$ cat src/rtl/dmac_pkg.sv
// Shared types and constants for the DMA channel controller: AHB transfer
// encodings, channel FSM states and bus constants.
package dmac_pkg;

  typedef enum logic [1:0] {
    HTRANS_IDLE   = 2'b00,
    HTRANS_BUSY   = 2'b01,
    HTRANS_NONSEQ = 2'b10,
    HTRANS_SEQ    = 2'b11
  } htrans_t;

  typedef enum logic [2:0] {
    ST_IDLE,
    ST_RD_BURST,
    ST_RD_LAST,
    ST_WR_BURST,
    ST_WR_LAST,
    ST_ERR
  } chan_state_t;

  localparam logic [1:0] HRESP_OKAY = 2'b00;
  localparam int         WORD_BYTES = 4;

endpackage

$ cat src/rtl/dmac_chan_ctrl_v2_beat_calc.sv
// Combinational beat count for the next read/write burst pair.
// DMAC_1KB_BOUNDARY_EN additionally stops bursts at 1 KB address boundaries.
module dmac_beat_calc
  import dmac_pkg::*;
#(
  parameter int ADDR_W = 32,
  parameter int CNT_W  = 16,
  parameter int BL_W   = 5
) (
  input  logic [BL_W-1:0]   burst_len,
  input  logic [CNT_W-1:0]  remaining,
  input  logic [ADDR_W-1:0] src_addr,
  input  logic [ADDR_W-1:0] dst_addr,
  input  logic              src_inc,
  input  logic              dst_inc,
  output logic [BL_W-1:0]   beats
);

  localparam logic [BL_W-1:0] MAX_BL = BL_W'(2 ** (BL_W - 1));

  logic [BL_W-1:0]  bl_clamped;
  logic [CNT_W-1:0] lim;
  logic             unused_ok;

  assign unused_ok = ^{src_addr, dst_addr, src_inc, dst_inc};

`ifdef DMAC_1KB_BOUNDARY_EN
  // Words left before the next 1 KB boundary: 1..256.
  logic [8:0] src_room;
  logic [8:0] dst_room;
  assign src_room = 9'd256 - {1'b0, src_addr[9:2]};
  assign dst_room = 9'd256 - {1'b0, dst_addr[9:2]};
`endif

  // NOTE: every variable gets a default at the top of always_comb so no path
  // can leave it unassigned and infer a latch.
  always_comb begin
    bl_clamped = burst_len;
    if (burst_len == '0)
      bl_clamped = BL_W'(1);
    else if (burst_len > MAX_BL)
      bl_clamped = MAX_BL;
    lim = CNT_W'(bl_clamped);
    if (remaining < lim)
      lim = remaining;
`ifdef DMAC_1KB_BOUNDARY_EN
    if (src_inc && (CNT_W'(src_room) < lim))
      lim = CNT_W'(src_room);
    if (dst_inc && (CNT_W'(dst_room) < lim))
      lim = CNT_W'(dst_room);
`endif
    beats = BL_W'(lim);
  end

endmodule

$ cat src/rtl/dmac_chan_ctrl_v2.sv
// DMA channel controller: moves words as read-burst/write-burst pairs through
// the channel FIFO. Optional macro DMAC_1KB_BOUNDARY_EN (see dmac_beat_calc).
module dmac_chan_ctrl_v2
  import dmac_pkg::*;
#(
  parameter int ADDR_W = 32,
  parameter int CNT_W  = 16,
  parameter int BL_W   = 5
) (
  input  logic              clk,
  input  logic              rst,
  input  logic              start,
  input  logic              abort,
  input  logic [ADDR_W-1:0] src_addr,
  input  logic [ADDR_W-1:0] dst_addr,
  input  logic              src_inc,
  input  logic              dst_inc,
  input  logic [CNT_W-1:0]  xfer_len,
  input  logic [BL_W-1:0]   burst_len,
  input  logic              M_HReady,
  input  logic [1:0]        M_HResp,
  input  logic              fifo_empty,
  output logic [ADDR_W-1:0] HAddr,
  output logic [1:0]        HTrans,
  output logic              HWrite,
  output logic              fifo_wr_en,
  output logic              fifo_rd_en,
  output logic              busy,
  output logic              done,
  output logic              err,
  output logic              irq,
  output logic [CNT_W-1:0]  remaining
);

  chan_state_t       state, state_nx;
  logic [ADDR_W-1:0] src_cnt, dst_cnt;
  logic              src_inc_q, dst_inc_q;
  logic [BL_W-1:0]   issued, burst_beats, calc_beats, cur_beats;
  logic              dphase_q, abort_seen, err_pulse, zero_done;
  logic              issue, addr_ok, data_ok, resp_err, last_addr, finish;
  logic [CNT_W-1:0]  rem_after;

  dmac_beat_calc #(.ADDR_W(ADDR_W), .CNT_W(CNT_W), .BL_W(BL_W)) u_beat_calc (
    .burst_len (burst_len),
    .remaining (remaining),
    .src_addr  (src_cnt),
    .dst_addr  (dst_cnt),
    .src_inc   (src_inc_q),
    .dst_inc   (dst_inc_q),
    .beats     (calc_beats)
  );

  // A read burst only opens on an empty FIFO; once begun it runs to the end.
  assign issue     = (state == ST_RD_BURST && (issued != '0 || fifo_empty)) ||
                     (state == ST_WR_BURST);
  assign addr_ok   = issue && M_HReady;
  assign data_ok   = dphase_q && M_HReady && (M_HResp == HRESP_OKAY);
  assign resp_err  = dphase_q && (M_HResp != HRESP_OKAY) && (state != ST_ERR);
  assign cur_beats = (state == ST_RD_BURST && issued == '0) ? calc_beats : burst_beats;
  assign last_addr = addr_ok && (issued + BL_W'(1) == cur_beats);
  assign rem_after = remaining - CNT_W'(burst_beats);
  assign finish    = (state == ST_WR_LAST) && data_ok &&
                     (rem_after == '0 || abort_seen || abort);

  assign HTrans = !issue ? HTRANS_IDLE : (issued == '0 ? HTRANS_NONSEQ : HTRANS_SEQ);
  assign HAddr  = (state == ST_WR_BURST) ? dst_cnt : src_cnt;
  assign HWrite = (state == ST_WR_BURST);
  assign busy   = (state != ST_IDLE);
  assign done   = finish || zero_done;
  assign irq    = done || err_pulse;

  always_comb begin
    state_nx   = state;
    fifo_wr_en = 1'b0;
    fifo_rd_en = 1'b0;
    case (state)
      ST_IDLE:     if (start) state_nx = (xfer_len == '0) ? ST_IDLE : ST_RD_BURST;
      ST_RD_BURST: begin
        fifo_wr_en = data_ok;
        if (last_addr) state_nx = ST_RD_LAST;
      end
      ST_RD_LAST:  begin
        fifo_wr_en = data_ok;
        if (data_ok) state_nx = ST_WR_BURST;
      end
      ST_WR_BURST: begin
        fifo_rd_en = addr_ok;
        if (last_addr) state_nx = ST_WR_LAST;
      end
      ST_WR_LAST:  if (data_ok) state_nx = finish ? ST_IDLE : ST_RD_BURST;
      ST_ERR:      if (M_HReady) state_nx = ST_IDLE;
      default:     state_nx = ST_IDLE;
    endcase
    // An error response overrides everything: bus goes idle, FIFO untouched.
    if (resp_err) begin
      state_nx   = ST_ERR;
      fifo_wr_en = 1'b0;
      fifo_rd_en = 1'b0;
    end
  end

  // NOTE: state registers use non-blocking assignments so every flop samples
  // the pre-edge values regardless of statement order.
  always_ff @(posedge clk or posedge rst) begin
    if (rst) begin
      state       <= ST_IDLE;
      src_cnt     <= '0;
      dst_cnt     <= '0;
      src_inc_q   <= 1'b0;
      dst_inc_q   <= 1'b0;
      issued      <= '0;
      burst_beats <= '0;
      dphase_q    <= 1'b0;
      abort_seen  <= 1'b0;
      err_pulse   <= 1'b0;
      zero_done   <= 1'b0;
      err         <= 1'b0;
      remaining   <= '0;
    end else begin
      state     <= state_nx;
      zero_done <= (state == ST_IDLE) && start && (xfer_len == '0);
      err_pulse <= resp_err;
      dphase_q  <= resp_err ? 1'b0 : (M_HReady ? addr_ok : dphase_q);
      if (resp_err) err <= 1'b1;
      if (state != ST_IDLE && abort) abort_seen <= 1'b1;
      if (state == ST_IDLE && start) begin
        src_cnt    <= src_addr;
        dst_cnt    <= dst_addr;
        src_inc_q  <= src_inc;
        dst_inc_q  <= dst_inc;
        remaining  <= xfer_len;
        issued     <= '0;
        err        <= 1'b0;
        abort_seen <= 1'b0;
      end
      if (addr_ok) begin
        issued <= last_addr ? '0 : issued + BL_W'(1);
        if (state == ST_RD_BURST) begin
          if (issued == '0) burst_beats <= calc_beats;
          if (src_inc_q) src_cnt <= src_cnt + ADDR_W'(WORD_BYTES);
        end else if (dst_inc_q) begin
          dst_cnt <= dst_cnt + ADDR_W'(WORD_BYTES);
        end
      end
      if (state == ST_WR_LAST && data_ok) remaining <= rem_after;
    end
  end

endmodule

$ cat config.mk
export PLATFORM = sky130hd
export DESIGN_NAME = dmac_chan_ctrl_v2
export DESIGN_NICKNAME = d
export VERILOG_FILES = /design/src/rtl/dmac_pkg.sv /design/src/rtl/dmac_chan_ctrl_v2_beat_calc.sv /design/src/rtl/dmac_chan_ctrl_v2.sv
export SDC_FILE = /design/constraint.sdc
export NUM_CORES = 1
export LEC_CHECK = 0
export CORE_AREA = 2 2 175 134
export DETAILED_ROUTE_END_ITERATION = 7
export DIE_AREA = 0 0 177 136
export SLEW_MARGIN = 20
export SYNTH_ARGS = -nofsm -noshare
export SYNTH_HDL_FRONTEND = slang
export SYNTH_SLANG_ARGS = --single-unit
$ cat constraint.sdc
create_clock -name clk -period 5.6 [get_ports clk]
set_input_delay 1.12 -clock clk [delete_from_list [all_inputs] [get_ports clk]]
set_output_delay 1.12 -clock clk [all_outputs]
set_load 0.02 [all_outputs]
# Word-level counts from Yosys, hierarchy flattened
# Cells that the tools add are included.
word_totals:
  ff_bits: 100
  in_bits: 95
  out_inout_bits: 57
  word_cells: 108
op_classes:
  add_sub_neg: 4
  n_lt_le_gt_ge: 2
  eq_ne: 13
  n_mux: 40
  reduce_logical: 36
ops:
  columns: ["op", "n"]
  rows:
  - ["2-to-1 mux 32 bit", 9]
  - ["adder 32 x 3 -> 32 bit (second input constant)", 2]
  - ["2-to-1 mux 5 bit", 7]
  - ["logical NOT 16 bit", 2]
  - ["2-to-1 mux 16 bit", 2]
  - ["2-to-1 mux 3 bit", 7]
  - ["!= test 3 bit (second input constant)", 6]
  - ["case mux 3 bit (6 select lines)", 1]
  - ["< comparator 16 x 5 -> 1 bit", 1]
  - ["subtractor 16 x 5 -> 16 bit", 1]
  - ["logical AND 1 bit", 13]
  - ["2-to-1 mux 1 bit", 13]
  - ["nonzero test 2 bit", 6]
  - ["logical NOT 5 bit", 2]
  - ["equality test 3 x 2 -> 1 bit (second input constant)", 2]
  - ["equality test 3 bit (second input constant)", 2]
  - ["logical OR 1 bit", 6]
  - ["AND reduction 6 bit", 1]
  - ["adder 5 x 1 -> 5 bit (second input constant)", 1]
  - ["equality test 5 bit", 1]
  - ["greater-than comparator 5 bit (second input constant)", 1]
  - ["nonzero test 5 bit", 1]
  - ["equality test 3 x 1 -> 1 bit (second input constant)", 1]
  - ["logical NOT 3 bit", 1]
  - ["6 further kinds", 6]

# Logic depth before layout (Yosys ltp)
logic_depth:
  depth_word: 11
  ltp_mapped: 12
  ltp_nobuf: 10

# Cells and area by module
# From an unflattened synthesis, not the netlist that was laid out.
hier_totals:
  hier_cells: 840
  area_unflattened_um2: 6565.0
modules_own_cells:
  columns: ["module", "n_inst", "cells_each", "area_each_um2", "seq_area_each_um2"]
  rows:
  - ["dmac_chan_ctrl_v2", 1, 809, 6331.1, 2502.4]
  - ["dmac_beat_calc", 1, 31, 234.0, 0.0]

# Worst setup path before layout
# No wires, ideal clock.
synth_path:
  kind: "input port to output port"
  start: "input port M_HReady"
  end: "output port irq"
  arrival_ns: 3.399
  required_time_ns: 4.480
  slack_ns: 1.081
  cell_stages: 9
  path_buffers: 2
  cell_sequence: "clkbuf_1 nand4bb_1 or3_1 clkbuf_1 or4b_1 a221oi_1 o2111ai_1 nand3b_1 or2_2"
synth_via:
  elab_chain_cells: 6
synth_rtl:
  columns: ["element", "line_no", "rtl"]
  rows:
  - ["start, declared", "dmac_chan_ctrl_v2.sv:20", "input logic M_HReady,"]
  - ["logical AND 1 bit (2 in series)", "dmac_chan_ctrl_v2.sv:57", "assign data_ok = dphase_q && M_HReady && (M_HResp == HRESP_OKAY);"]
  - ["logical AND 1 bit (2 in series)", "dmac_chan_ctrl_v2.sv:62", "assign finish = (state == ST_WR_LAST) && data_ok &&"]
  - ["logical OR 1 bit", "dmac_chan_ctrl_v2.sv:69", "assign done = finish || zero_done;"]
  - ["net done", "dmac_chan_ctrl_v2.sv:29", "output logic done,"]
  - ["logical OR 1 bit", "dmac_chan_ctrl_v2.sv:70", "assign irq = done || err_pulse;"]
  - ["end, declared", "dmac_chan_ctrl_v2.sv:31", "output logic irq,"]
# The timed path passes the listed nets, and every way through them passes these cells.

# Worst setup path after layout
layout_path:
  start: "input port M_HReady"
  end: "output port irq"
layout_via:
  elab_chain_cells: 6
layout_rtl:
  columns: ["element", "line_no"]
  rows:
  - ["logical AND 1 bit (2 in series)", "dmac_chan_ctrl_v2.sv:57"]
  - ["logical AND 1 bit (2 in series)", "dmac_chan_ctrl_v2.sv:62"]
  - ["logical OR 1 bit", "dmac_chan_ctrl_v2.sv:69"]
  - ["logical OR 1 bit", "dmac_chan_ctrl_v2.sv:70"]
# Every way passes these cells.

==> impl_metrics.csv <==
group,metric,value,unit
cells_and_area,antennaDiodeCount,0,
clocking,cts.path.max_buffers,2,
global_route,antenna_found_initial,0,
place,numPortBuffers,151,
synthesis,netlist_area,6590,µm²
place,place_hpwl,16100,µm
clocking,cts-root-buf,"clkbuf_16",
floorplan,core,22500,µm²
timing,finalMaxSlewViolations,0,
timing,setup_viol,0,
synthesis,yosysWarnings,0,
clocking,clk_latency,360,ps
clocking,post_cts_buffers,0,
setup_path,worstSetupPathType,"in -> out",
place,placed_cell_area,8380,µm²
synthesis,syn-num-nets,900,
clocking,numCtsBuffers,9,
worst_hold_path,hp-class,"reg -> reg",
cells_and_area,multi_input_area,3840,µm²
timing,rsz0062_at_grt,"no",
synthesis,synth_ff_type,"dfrtp_1",
detailed_routing,viasPerCell,5.40,
timing,fin_crit_sh,95.6,%
global_route,grt.busiest_layer,"met1",
floorplan,die_area,24100,µm²
cells_and_area,fin_area,8680,µm²
synthesis,synth_cell_types,66,
global_route,grt_use_met3,3.75,%
synthesis,synth-seq-cells,100,
timing,worstMarginPinSlew,918,ps
setup_path,reg2reg_slack,1820,ps
floorplan,die_x,177,µm
timing,max_freq,187,MHz
setup_path,cp.required,4480,ps
cells_and_area,seq_area,2500,µm²
setup_path,critPathLaunch,"M_HReady",
setup_path,max_stage_delay,590,ps
global_route,gr-total-overflow,0,
detailed_routing,ant_nets,0,
clocking,cts_tree,"yes",
global_route,grt_use_total,18.3,%
timing,hold_viol_final,0,
clocking,hold_buffers,0,
detailed_routing,wire_per_inst,18.0,µm
setup_path,crit_path_max_fanout,5,
global_route,grt_max_degree,67,
setup_path,rr_startpoint,"state[1]",
floorplan,io_pins,152,
synthesis,syn_inst,791,
detailed_routing,first_iter_violations,530,
global_route,grt_pass1_vias,6173,
setup_path,crit_top_cell,"clkdlybuf4s50_1",
detailed_routing,num_vias,6618,
timing,slew_headroom,38.8,%
job,cap_viol_max_count,0,
clocking,htree_levels,3,
power_and_ir_drop,power.density,514,nW/µm²
cells_and_area,layout_common_cells,"clkdlybuf4s50_1, nor2_1, dfrtp_1",
global_route,grt_use_met2,25.4,%
setup_path,start_kind,"input pin",
global_route,met1_usage,27.9,%
floorplan,die_y,136,µm
setup_path,worstPathArrival,4230,ps
cells_and_area,layout-drive-gt1-share,8.53,%
timing,setup_tns,0,ps
synthesis,synth_edf_count,0,
floorplan,row_count,48,
timing,setup_ws,247,ps
clocking,cts.sinks,100,
setup_path,worstPathCellList,"clkdlybuf4s50_1 -> nand4bb_1 -> or3_1 -> or4b_1 -> a221oi_1 -> o2111ai_1 -> nand3b_1 -> or2_2 -> clkdlybuf4s50_1",
status,status,"complete, no violations",
setup_path,crit_path_end,"irq",
clocking,cts.clk_slew.worst_paths,70,ps
clocking,ctsResizeCount,0,
place,preCtsSetupSlack,245,ps
detailed_routing,firstDrtPassIters,5,
timing,timing.clock.skew,12.9,ps
setup_path,critPathSlowestCell,"clkdlybuf4s50_1",
cells_and_area,layout_commonest_cell,"clkdlybuf4s50_1",
place,gp_congestion,0.867,
cells_and_area,num-fill-cells,2284,
power_and_ir_drop,power,0.00446,W
cells_and_area,nNetsFinal,1030,
floorplan,start_util,29.3,%
detailed_routing,drcViolationCount,0,
setup_path,reg2reg_depth,7,
setup_path,critPathCaptureType,"primary output",
global_route,grt_pass1_wl,34400,µm
timing,finalCriticalPeriod,5350,ps
synthesis,seq_area_frac_synth,38.0,%
synthesis,async_flop_share,100,%
detailed_routing,totalWireLength,22000,µm
setup_path,reg2reg_to,"dst_cnt[28]",
synthesis,syn_avg_cell_area,8.33,µm²
power_and_ir_drop,max-vdd-ir-drop,0.199,mV
cells_and_area,syn2layout_area_growth,31.7,%
power_and_ir_drop,power_leakage,3.35,nW
synthesized netlist by cell type, drive strengths merged, types with 16 or more instances:
cell type	instances	area, µm²
a211oi	33	248
a21oi	62	310
and3	22	138
clkbuf	27	101
dfrtp	100	2500
inv	20	75.1
mux2	31	349
nand2	78	293
nand3	24	120
nand4	16	100
nor2	132	495
nor3	27	135
o21ai	27	135
o22ai	18	113
area by class of cell:
class | count | area share [%]
Timing Repair Buffer | 161 | 18.3
Tap cell | 300 | 4.32
Clock inverter | 6 | 0.836
Multi-Input combinational cell | 629 | 44.2
Inverter | 20 | 0.894
Clock buffer | 10 | 2.64
Sequential cell | 100 | 28.8
registers in the layout, summed over array words and instances (netlist names):
signal       flops
dst_cnt         32
src_cnt         32
remaining       16
burst_beats      5
issued           5
state            3
abort_seen       1
dphase_q         1
dst_inc_q        1
err              1
err_pulse        1
src_inc_q        1
zero_done        1
cells by family after synthesis:
group / share of synthesized area, %
AND/OR/NAND/NOR: 26.3
adder cells (fa/ha/maj): 2.77
buffers and inverters: 4.10
multiplexers: 6.51
flip-flops: 38.0
AO/OA/AOI/OAI: 21.5
XOR/XNOR: 0.797
layer usage:
| metal | vias up | wire length (µm) |
|---|---|---|
| li1 | 3193 | - |
| met1 | 3170 | 11200 |
| met2 | 229 | 9000 |
| met3 | 26 | 1440 |
| met4 | 0 | 399 |
| met5 | - | 0 |
worst min path at each step:
stage	cells past startpoint	slack, ps	start	end
final	2	480	src_cnt[0]	src_cnt[0]
after global routing	2	500	src_cnt[0]	src_cnt[0]
after detailed placement	2	460	dst_cnt[0]	dst_cnt[0]
after CTS	2	480	src_cnt[0]	src_cnt[0]
after floorplan	2	440	dst_cnt[0]	dst_cnt[0]
after global placement	2	450	src_cnt[1]	src_cnt[1]
report_power, final:
part / internal (W) / total (W) / leakage, nW / switching, W
Sequential: 0.00105 / 0.00149 / 1.14 / 0.000436
Combinational: 0.00106 / 0.00232 / 2.06 / 0.00126
Clock: 0.000353 / 0.000660 / 0.149 / 0.000306
Total: 0.00247 / 0.00446 / 3.35 / 0.00200
through the flow:
step	utilization [%]	hold slack (ps)	cells
detailed placement	37.2	459	1210
global route	38.5	503	1226
CTS	38.5	482	1226
floorplan	-	440	791
global placement	37.2	454	1210
finish	38.5	478	1226
worst max-delay path, delay by kind of cell:
kind                   cells  cell delay, ps
AO/OA/AOI/OAI              2             490
buffers and inverters      2            1120
AND/OR/NAND/NOR            5            1510
(Power assumes the default switching activity.)
